## config.mk

```make
export PLATFORM = sky130hd
export DESIGN_NAME = immediate_pipeline
export DESIGN_NICKNAME = d
export VERILOG_FILES = /design/src/rtl/immediate_pipeline.sv
export SDC_FILE = /design/constraint.sdc
export NUM_CORES = 1
export LEC_CHECK = 0
export ABC_CLOCK_PERIOD_IN_PS = 3470
export CAP_MARGIN = 20
export CORE_AREA = 5 5 121 123
export CTS_BUF_LIST = sky130_fd_sc_hd__clkbuf_4
export DETAILED_ROUTE_END_ITERATION = 8
export DIE_AREA = 0 0 126 128
export PLACE_DENSITY_LB_ADDON = 0.3
export SLEW_MARGIN = 0
export SYNTH_ARGS = -nofsm -noshare
export SYNTH_HDL_FRONTEND = slang
export SYNTH_SLANG_ARGS = --single-unit
```

## constraint.sdc

```tcl
create_clock -name I_clk -period 3.47 [get_ports I_clk]
set_input_delay 0.347 -clock I_clk [delete_from_list [all_inputs] [get_ports I_clk]]
set_output_delay 0.347 -clock I_clk [all_outputs]
set_load 0.02 [all_outputs]
```

## src/rtl/immediate_pipeline.sv

```systemverilog
// RISC-V immediate extraction stage with a two-entry output buffer.
// The immediate format is either selected explicitly or resolved from the
// opcode. Results are registered into an output register backed by one skid
// register. O_ready depends only on the skid register's valid bit, so there is
// no combinational path from I_ready back to O_ready.
module immediate_pipeline #(
   parameter int XLEN  = 32,
   parameter int TAG_W = 5
) (
   input  logic             I_clk,
   input  logic             I_rst,
   input  logic             I_flush,
   input  logic             I_valid,
   output logic             O_ready,
   input  logic [2:0]       I_immsel,
   input  logic [31:0]      I_data,
   input  logic [TAG_W-1:0] I_tag,
   output logic             O_valid,
   input  logic             I_ready,
   output logic [XLEN-1:0]  O_data,
   output logic [2:0]       O_type,
   output logic [TAG_W-1:0] O_tag
);

   typedef enum logic [2:0] {
      FMT_I    = 3'b000,
      FMT_S    = 3'b001,
      FMT_B    = 3'b010,
      FMT_U    = 3'b011,
      FMT_J    = 3'b100,
      FMT_R    = 3'b101,
      FMT_Z    = 3'b110,
      FMT_AUTO = 3'b111
   } fmt_e;

   typedef struct packed {
      logic [XLEN-1:0]  data;
      fmt_e             fmt;
      logic [TAG_W-1:0] tag;
   } entry_t;

   fmt_e        fmt;
   logic [XLEN-1:0] imm;
   entry_t      new_entry;

   entry_t      out_q;
   logic        out_valid;
   entry_t      skid_q;
   logic        skid_valid;

   logic        accept;
   logic        deliver;

   // Resolve the immediate format; AUTO is replaced by the opcode-derived format.
   always_comb begin
      // NOTE: assign a default before any branch so no path leaves fmt unassigned (no latch).
      fmt = fmt_e'(I_immsel);
      if (fmt == FMT_AUTO) begin
         case (I_data[6:0])
            7'b0010011: fmt = (I_data[13:12] == 2'b01) ? FMT_R : FMT_I;
            7'b0100011: fmt = FMT_S;
            7'b1100011: fmt = FMT_B;
            7'b0110111,
            7'b0010111: fmt = FMT_U;
            7'b1101111: fmt = FMT_J;
            7'b1110011: fmt = I_data[14] ? FMT_Z : FMT_I;
            default:    fmt = FMT_I;
         endcase
      end
   end

   // Build the XLEN-wide immediate for the resolved format.
   always_comb begin
      imm = XLEN'($signed(I_data[31:20]));
      case (fmt)
         FMT_S: imm = XLEN'($signed({I_data[31:25], I_data[11:7]}));
         FMT_B: imm = XLEN'($signed({I_data[31], I_data[7], I_data[30:25],
                                     I_data[11:8], 1'b0}));
         FMT_U: imm = XLEN'($signed({I_data[31:12], 12'b0}));
         FMT_J: imm = XLEN'($signed({I_data[31], I_data[19:12], I_data[20],
                                     I_data[30:21], 1'b0}));
         FMT_R: imm = (XLEN == 64) ? XLEN'(I_data[25:20]) : XLEN'(I_data[24:20]);
         FMT_Z: imm = XLEN'(I_data[19:15]);
         default: imm = XLEN'($signed(I_data[31:20]));
      endcase
   end

   assign new_entry = '{data: imm, fmt: fmt, tag: I_tag};
   assign O_ready   = ~skid_valid;
   assign accept    = I_valid & ~skid_valid;
   assign deliver   = out_valid & I_ready;

   // Output register plus skid register; skid drains into output first to keep order.
   always_ff @(posedge I_clk) begin
      // NOTE: sequential state uses non-blocking assignments so every register samples pre-edge values.
      if (I_rst) begin
         out_valid  <= 1'b0;
         out_q      <= '0;
         // NOTE: only the skid valid bit is reset; its payload is never observed while invalid.
         skid_valid <= 1'b0;
      end else if (I_flush) begin
         out_valid  <= 1'b0;
         skid_valid <= 1'b0;
      end else if (!out_valid || deliver) begin
         if (skid_valid) begin
            out_q      <= skid_q;
            out_valid  <= 1'b1;
            skid_valid <= 1'b0;
         end else if (accept) begin
            out_q      <= new_entry;
            out_valid  <= 1'b1;
         end else begin
            out_valid  <= 1'b0;
         end
      end else if (accept) begin
         skid_q     <= new_entry;
         skid_valid <= 1'b1;
      end
   end

   assign O_valid = out_valid;
   assign O_data  = out_q.data;
   assign O_type  = out_q.fmt;
   assign O_tag   = out_q.tag;

endmodule

```

# Word-level counts from Yosys, hierarchy flattened
# Index checks and enable logic that the tools add are counted.
totals:
  reg_bits: 82
  elab_cells: 46
  in_bits: 45
  output_inout_bits: 42
op_classes:
  n_eq_ne: 15
  muxes: 9
  reduce_logical: 8
  bitwise_logic: 6
op_table:
  columns: ["op", "count"]
  rows:
  - ["32-bit case mux with 6 select lines", 1]
  - ["40-bit two-way mux", 2]
  - ["7-bit == test, second input constant", 3]
  - ["3-bit case mux with 6 select lines", 1]
  - ["7-bit by 5-bit == test with 1-bit output, second input constant", 2]
  - ["7-bit by 6-bit == test with 1-bit output, second input constant", 2]
  - ["3-bit == test, second input constant", 4]
  - ["3-bit two-way mux", 3]
  - ["3-bit by 2-bit == test with 1-bit output, second input constant", 2]
  - ["1-bit inverter", 4]
  - ["4-bit AND reduction", 1]
  - ["2-bit OR reduction", 2]
  - ["3-bit by 1-bit == test with 1-bit output, second input constant", 1]
  - ["3-bit AND reduction", 1]
  - ["3-bit OR reduction", 1]
  - ["1-bit AND", 2]
  - ["2-bit by 1-bit == test with 1-bit output, second input constant", 1]
  - ["1-bit two-way mux", 2]
  - ["2-bit nonzero test", 1]
  - ["1-bit zero test", 1]
  - ["1-bit logical OR", 1]

# Longest topological paths before layout
# Gate-level depths: netlist of run 1.
depth:
  ltp_word: 8
  ltp_mapped: 8
  mapped_depth_nobuf: 8

# Least setup slack after synthesis of run 1
# No wires, ideal clock.
synth_timing:
  path_kind: "flip-flop to flip-flop"
  startpoint: "register skid_valid"
  endpoint: "register skid_q[0] (netlist bit) (enable)"
  period_less_slack_ns: 2.528
  path_stages_with_launch: 5
  setup_time_ns: 0.400
  arrival_time_ns: 2.128
  path_slack_ns: 0.942
  path_buffers: 2
  required_time_ns: 3.070
  path_cell_list: "dfxtp_1 clkbuf_1 clkinv_1 clkbuf_1 and4_1"
synth_via:
  elab_chain_len: 3
synth_rtl:
  columns: ["item", "line_no", "rtl"]
  rows:
  - ["start: declaration", "49", "logic skid_valid;"]
  - ["start signal: assignment", "100", "skid_valid <= 1'b0;"]
  - ["start signal: assignment", "103", "skid_valid <= 1'b0;"]
  - ["start signal: assignment", "108", "skid_valid <= 1'b0;"]
  - ["1-bit inverter", null, null]
  - ["named net O_ready", "14", "output logic O_ready,"]
  - ["1-bit AND", "90", "assign accept = I_valid & ~skid_valid;"]
  - ["4-bit AND reduction (no source line)", null, null]
  - ["end signal: assignment", "116", "skid_q <= new_entry;"]
  - ["end: declaration", "48", "entry_t skid_q;"]
# The timed path passes the listed nets, and every way through them passes these cells.
# A chain may end at the register's enable or synchronous reset.

# Worst setup path after layout of run 1
layout_timing:
  startpoint: "input I_data[5]"
  endpoint: "register skid_q[10] (netlist bit) (data pin)"
layout_via:
  elab_chain_len: 6
  elab_cells_between_ends: 17
  cone_classes: "13 x eq/ne; 3 x mux; 1 x reduce/logical"
layout_rtl:
  columns: ["item", "line_no", "rtl"]
  rows:
  - ["start: declaration", "16", "input logic [31:0] I_data,"]
  - ["7-bit by 6-bit == test with 1-bit output or 7-bit by 5-bit == test with 1-bit output (tied branches)", "59", "case (I_data[6:0])"]
  - ["2-bit OR reduction", "59", null]
  - ["3-bit case mux with 6 select lines *", "59", null]
  - ["3-bit two-way mux *", "58", "if (fmt == FMT_AUTO) begin"]
  - ["named net fmt[2]", "42", "fmt_e fmt;"]
  - ["3-bit == test, or another cell as far along", "75", "case (fmt)"]
  - ["32-bit case mux with 6 select lines *", "75", null]
  - ["named net imm[2]", "43", "logic [XLEN-1:0] imm;"]
# Mark *: on every way through the listed nets, which the timed path passes. The rest lies on a longest branch.

==> results.txt, run 1 <==
The run finished with clean final reports. In this run the top signal layer used is met4. Setup repair after global routing left no endpoint under its margin. The clock sink count is 82. The min-delay analysis places its worst path in the category reg -> reg.

The clock transition at the registers of the reported paths is 0.15 ns. The share of layout cells above drive strength 1 came out at 13.0%. Headroom to the max-slew limit came out at 50.8%. The setup TNS after final layout is 0 ns. The worst path uses 80.8% of the clock period.

The count of unresolved DRC violations after routing came out at 0. The number of input and output port buffers inserted is 86. The mean number of vias per cell is 4.86. The arrival time of the worst setup path came out at 3.02 ns. Yosys mapped a number of flops with a built-in enable equal to 40. The first-pass iteration count of the detailed router came out at 5. Grouping stages by cell kind, the critical path spends the most delay in compound AO/OA/AOI/OAI gates. At the end of routability-driven placement, the weighted congestion stood at 0.892. The proportion of register bits with asynchronous set or reset after synthesis is 0%.

TritonCTS built the clock tree. The H-tree level count is 3. The total half-perimeter wirelength after legalization and detailed placement is 7260 µm. The worst setup path is captured at a flip-flop.

The end-of-flow core utilization is 36.5%. The maximum clock insertion buffer count came out at 2. The final number of max-transition violations came to 0. For the worst-skew pair, the clock arrives at the later sink with an insertion delay of 0.44 ns.

The number of global-route vias before repair came to 3080. The overall die area came out at 16100 µm². Along the worst path, the maximum fanout reaches 8. Once detail routing completed, the nets flagged for antenna violations numbered 0.

The final clock skew came out at 0.0147 ns. In the final routed layout, each cell accounts on average for 16.3 µm. The number of antenna violations at the first check in global routing is 0. The number of max-capacitance violations reported is 0. The number of DRC markers after the initial detailed-route iteration is 111. The post-synth design cell area came out at 3640 µm². The detailed-routed wire length on met3 came out at 554 µm. The total number of vias came out at 3036.

Across the VDD grid, the largest voltage drop is 0.153 mV. The net count after synthesis came out at 394. The fill cell instance count of the final layout came out at 1421. The stage delay of the slowest cell on the critical path is 0.58 ns. The detailed-route wire length on metal 1 came out at 4810 µm.

The time the worst path needs with I/O delays and setup came out at 2.80 ns. The synthesized flop and latch total came out at 82. The count of cells in the finished layout, fillers not included, comes to 625. The core region is 13600 µm². The leading register cell type out of synthesis is sky130_fd_sc_hd__dfxtp_1.

In this run the register-to-register setup slack is 1.31 ns. The die boundary width came out at 126 µm. The critical path start-end classification is in -> reg. For this configuration, the core starts out at a cell density of 26.9%. The layout overhead on the synthesized area came out at 35.9%. The number of CTS-inserted buffers is 9. For this design the static power due to leakage is 1.72 nW. The first global-routing pass estimated 16300 µm of wire.

The y dimension of the die is 128 µm. Entering global routing, the biggest net connects 54 pins. The count of cells resized by post-cts repair is 0. Hold repair after CTS inserted 0 buffers. Wire segments on met2 add up to 4620 µm in the final route. Synthesis handed over a netlist of 349 instances.

The total overflow reported by the global router is 0. For this design the top-level I/O count stands at 87. The number of post-CTS setup repair buffers came out at 0. Counting stages on the worst path, the most repeated cell is sky130_fd_sc_hd__inv_1. The signal on the critical path passes through clkdlybuf4s50_1 > or4b_1 > a2111oi_2 > o31ai_2 > inv_1 > a21oi_1 > a221oi_1 > buf_4 > inv_1. Power spread over the standard cell area amounts to 420 nW/µm². STA puts the critical path data required time at 3.69 ns. The transition time of the tightest slew-check pin is 0.733 ns. Static timing analysis puts the maximum clock frequency at 357 MHz.

The slowest stage of the critical path is the sky130_fd_sc_hd__or4b_1 cell. The Yosys warning count is 0. Yosys mapped the design onto 48 distinct sky130hd cell types.

The total of endpoints with negative setup slack in the final report is 0. The synthesized area per cell is 10.4 µm². Global routing consumed, over all layers together, 12.7% of the routing resources. After detailed routing, the total wire length is 10200 µm. The number of placed cells counting well taps came out at 609. The worst path buffer plus inverter count came out at 4. The kind of start point of the critical path is an input pin. The layout net count is 485. The placement row count came out at 43. The final count of hold timing violations came out at 0. Clock tree synthesis selected as its root buffer the cell sky130_fd_sc_hd__clkbuf_4.

The worst hold slack came out at 0.484 ns. For this run, the register share of the synthesized area comes to 56.1%. The repair_antennas step left the layout with diodes totalling 0.
placed cells by master, fill, tap and decap left out, types with 7 or more instances in the layout:
cell / instances
sky130_fd_sc_hd__and2_1: 7
sky130_fd_sc_hd__clkbuf_4: 9
sky130_fd_sc_hd__inv_1: 10
sky130_fd_sc_hd__o211ai_1: 12
sky130_fd_sc_hd__dfxtp_1: 42
sky130_fd_sc_hd__mux2i_1: 7
sky130_fd_sc_hd__nor2_1: 22
sky130_fd_sc_hd__a221oi_1: 12
sky130_fd_sc_hd__a31oi_1: 10
sky130_fd_sc_hd__o21ai_0: 19
sky130_fd_sc_hd__nand2_1: 56
sky130_fd_sc_hd__a31o_2: 9
sky130_fd_sc_hd__buf_4: 17
sky130_fd_sc_hd__nand2b_1: 10
sky130_fd_sc_hd__edfxtp_1: 40
sky130_fd_sc_hd__nand3_1: 7
sky130_fd_sc_hd__clkdlybuf4s50_1: 86
stage by stage:
stage / area [µm²] / setup WS [ns] / total power [W]
after global placement: 4780 / 0.278 / 0.00144
after floorplan: 3640 / 0.942 / 0.00126
after detailed placement: 4780 / 0.233 / 0.00144
final: 4950 / 0.667 / 0.00208
after CTS: 4950 / 0.717 / 0.00210
after global routing: 4950 / 0.522 / 0.00218
layer usage:
metal  up-vias  track usage, %
li1       1494               -
met1      1456            16.9
met2        75            19.9
met3        11            3.54
met4         0            4.54
met5         -               0
cell type report:
class	count	area [µm²]	area share, %
Clock buffer	9	67.6	1.37
Inverter	11	41.3	0.835
Clock inverter	7	101	2.05
Multi-Input combinational cell	232	1460	29.5
Tap cell	180	225	4.55
Sequential cell	82	2040	41.3
Timing Repair Buffer	104	1010	20.4
cell usage after synthesis (all sizes together) (2+ instances only):
library cell / count / area, µm²
a2111oi: 2 / 23.8
a211oi: 6 / 45.0
a21boi: 3 / 22.5
a21oi: 3 / 15.0
a221oi: 18 / 195
a31o: 10 / 87.6
a31oi: 10 / 62.6
and2: 7 / 43.8
buf: 4 / 27.5
clkbuf: 20 / 75.1
dfxtp: 42 / 841
edfxtp: 40 / 1200
inv: 10 / 37.5
mux2i: 7 / 70.1
nand2: 57 / 216
nand2b: 10 / 62.6
nand3: 7 / 35.0
nand4: 6 / 37.5
nor2: 22 / 82.6
nor2b: 6 / 37.5
nor3: 2 / 15.0
nor4: 3 / 18.8
o211ai: 12 / 90.1
o21ai: 19 / 95.1
o221ai: 5 / 43.8
o31ai: 3 / 37.5
or3: 2 / 12.5
sequential cells by signal, indices dropped and copies added, names as in the netlist:
name        cells
O_data         32
O_tag           5
O_type          3
O_valid         1
skid_q         40
skid_valid      1
path summary, 6_finish.rpt:
kind                                  from         end  depth (start not counted)
worst max register to register  skid_valid   O_data[9]                          5
worst min-delay path            O_data[20]  O_data[20]                          2
worst max-delay path             I_data[5]  skid_q[10]                          9
worst min register to register  O_data[20]  O_data[20]                          2
where the power goes:
group / switching (W) / internal, W
combinational: 0.000186 / 0.000165
sequential: 0.0000175 / 0.00105
clock: 0.000361 / 0.000298
total: 0.000565 / 0.00151
worst reg2reg max path, cell delays in order (launching register included):
cell and delay (ns):
sky130_fd_sc_hd__dfxtp_1 0.62, sky130_fd_sc_hd__nor2_1 0.17, sky130_fd_sc_hd__or3_1 0.64, sky130_fd_sc_hd__buf_4 0.33, sky130_fd_sc_hd__a221oi_2 0.22, sky130_fd_sc_hd__nor2_1 0.08
cells by family (layout without fill, tap and decap cells):
group	Yosys count	in the layout	share of synthesized area, %
DFF	82	82	56.1
buffers and inverters	35	131	3.95
AOI/OAI and AO/OA	95	95	20.7
adders and majority gates	1	1	0.309
muxes	7	7	1.92
and+or+nand+nor	129	129	17.1
(Power assumes the default switching activity.)
==> run 2, diff against run 1 <==
--- a/config.mk
+++ b/config.mk
@@ -5,7 +5,7 @@
 export SDC_FILE = /design/constraint.sdc
 export NUM_CORES = 1
 export LEC_CHECK = 0
-export ABC_CLOCK_PERIOD_IN_PS = 3470
+export ABC_CLOCK_PERIOD_IN_PS = 2800
 export CAP_MARGIN = 20
 export CORE_AREA = 5 5 121 123
 export CTS_BUF_LIST = sky130_fd_sc_hd__clkbuf_4
==> constraint.sdc (replaced) <==
create_clock -name I_clk -period 2.8 [get_ports I_clk]
set_input_delay 0.28 -clock I_clk [delete_from_list [all_inputs] [get_ports I_clk]]
set_output_delay 0.28 -clock I_clk [all_outputs]
set_load 0.02 [all_outputs]
==> run 2 against run 1 <==
Die area is the same. Sequential share of layout area shrank 1.5 points. Clock power grew 11%. Sequential cell count is the same. Largest cell class unchanged. Largest power group unchanged.
==> results.txt, run 2 (synthesis gave the netlist of run 1 again) <==
The share of layout cells above drive strength 1 came out at 18.4% (+5.4 points). The timing-limited maximum frequency came out at 376 MHz. The area used by sequential logic in the layout came out at 2040 µm² (unchanged).

The number of routed nets with antenna violations is 0 (unchanged). The stage delay of the slowest cell on the critical path came out at 0.59 ns (about the same). The flip-flop count of the largest register after layout came out at 40 (unchanged). The clock sink count came out at 82 (unchanged). The hold path depth is 1 (-1).

The total overflow reported by the global router came out at 0 (unchanged). The placement row count came to 43 (unchanged). The y dimension of the die is 128 µm (unchanged).

The total half-perimeter wirelength after legalization and detailed placement came to 7600 µm (+4.7%). The number of antenna violations at the first check in global routing came out at 0 (unchanged). The static leakage came out at 1.85 nW (+7.4%).

The maximum fanout along the worst path is 7 (-1). The largest net degree at the start of global routing came out at 54 (unchanged). The number of CTS-inserted buffers came out at 9 (unchanged). The number of global-route vias before repair came to 3361 (+9.1%). The first-pass iteration count of the detailed router is 4 (-1). The total core area is 13600 µm² (unchanged). The fraction of the cycle the final worst path needs is 94.9%. Setup repair after global routing left no endpoint under its margin. The transition time of the tightest slew-check pin came out at 0.829 ns (+0.0957 ns). The number of input and output port buffers inserted is 86 (unchanged).

The largest register by flop count is skid_q. The power per standard cell area is 493 nW/µm² (+17%). The maximum clock insertion buffer count came to 2 (unchanged). The die boundary width is 126 µm (unchanged). The slack of the critical path came out at 0.142 ns (-0.525 ns). The routed length per placed instance came out at 16.3 µm (about the same). The slowest stage of the critical path belongs to the cell sky130_fd_sc_hd__or4b_1. The layout net count was 513 (+5.8%). The number of DRC markers after the initial detailed-route iteration was 113 (+1.8%). The final number of max-transition violations came out at 0 (unchanged). The final clock skew is 0.0237 ns (+0.00903 ns). The number of standard cells in the final layout excluding fillers is 653 (+4.5%). CTS placed an instance of sky130_fd_sc_hd__clkbuf_4 at the clock tree root. The maximum vdd ir drop came to 0.325 mV (+110%). The leading cell type in the layout, fill and taps excluded is sky130_fd_sc_hd__clkdlybuf4s50_1. The total of endpoints with negative setup slack in the final report is 0 (unchanged). The end-of-flow core utilization is 37.9% (+1.4 points). STA classifies the critical path startpoint as an input pin. The starting density of the core came out at 26.9% (unchanged).

The cell repeated most along the worst path is sky130_fd_sc_hd__inv_1. The arrival time of the worst setup path is 2.88 ns (-0.14 ns). The H-tree level count was 3 (unchanged). STA classifies the critical path endpoint as a flip-flop. The overall die area is 16100 µm² (unchanged). The global-route wire length before repair is 17200 µm (+5.8%). The required time reported for the critical path endpoint came to 3.02 ns (-0.67 ns).

The mean number of vias per cell came out at 4.79 (-1.5%). The count of unresolved DRC violations after routing came out at 0 (unchanged). The fill cell instance count of the final layout came out at 1374 (-3.3%). The worst-case setup slack after placement is -0.350 ns (-0.583 ns).

The total number of vias came out at 3126 (+3.0%). The aggregate global-route resource usage came out at 13.4% (+0.71 points). The tightest slew margin relative to the limit came to 44.7% (-6.1 points). The clock transition at the registers of the reported paths came out at 0.15 ns (about the same). Relative to the synthesized area, the layout overhead comes to 41.1%. The multi-input logic area came out at 1470 µm² (+0.43%). The total length of routed wires is 10600 µm (+4.6%). The final count of hold timing violations was 0 (unchanged).

The number of cell instances on the worst register-to-register path is 5 (unchanged). The number of placed cells counting well taps is 637 (+4.6%). The signal on the critical path passes through clkdlybuf4s50_1 > or4b_1 > a2111oi_2 > o31ai_2 > inv_1 > a21oi_1 > a221oi_1 > buf_4 > inv_1.

The setup path with the least slack is of type in -> reg. In the layout the commonest cells are 86 x sky130_fd_sc_hd__clkdlybuf4s50_1, 56 x sky130_fd_sc_hd__nand2_1, 45 x sky130_fd_sc_hd__buf_4. The number of antenna cells inserted came out at 0 (unchanged). The time the worst path needs with I/O delays and setup is 2.66 ns. The clock tree from TritonCTS is built. The run finished with clean final reports. The final weighted congestion in routability-driven placement is 0.902 (+1.1%). The later-pin clock latency in the skew report came to 0.46 ns (+0.02 ns). The number of max-capacitance violations reported came out at 0 (unchanged). The number of top-level design ports is 87 (unchanged). The min-delay analysis places its worst path in the category in -> reg.
run 2: final timing paths:
path                   start          to  slack (ns)
hold reg to reg   skid_q[11]   O_data[3]        0.48
setup reg to reg  skid_valid   O_data[2]        0.84
setup / recovery   I_data[5]  skid_q[11]        0.14
hold / removal      I_tag[3]   skid_q[3]        0.40
run 2: critical path, delay by kind of cell:
kind                   cells  cell delay [ns]
buffers and inverters      4             0.90
and+or+nand+nor            1             0.59
AOI/OAI and AO/OA          4             1.12
run 2: where the power goes:
part	total (W)	internal (W)	switching, W
Clock	0.000729	0.000280	0.000449
Combinational	0.000480	0.000237	0.000242
Sequential	0.00132	0.00130	0.0000211
run 2: layout make-up:
type | instances | share of cell area (%)
repair buffers | 132 | 23.7
inverters | 11 | 0.804
clock buffers | 9 | 1.32
clock inverters | 7 | 1.46
flip-flops and latches | 82 | 39.7
multi-input cells | 232 | 28.6
well taps | 180 | 4.38
run 2: through the flow:
stage	power, W	TNS, ns	hold slack, ns	area [µm²]
finish	0.00253	0	0.396	5140
global route	0.00267	0	0.360	5140
CTS	0.00257	0	0.355	5130
detailed placement	0.00183	-10.71	0.473	4990
global placement	0.00182	-5.69	0.460	4990
floorplan	0.00156	0	0.358	3640
run 2: timing repair:
| action | in CTS | in global routing |
|---|---|---|
| endpoints found under the setup margin | 0 | 2 |
| setup buffers | 0 | 0 |
| resized for setup | 0 | 1 |
| hold buffers | 0 | 0 |
run 2: per-layer routing:
layer  global-route usage, %  up-vias  wire length, µm
met5                       0        -                0
met4                    4.16        0              165
met3                    4.38       12              518
met2                    21.7       84             5020
met1                    17.1     1482             4930
li1                        -     1548                -
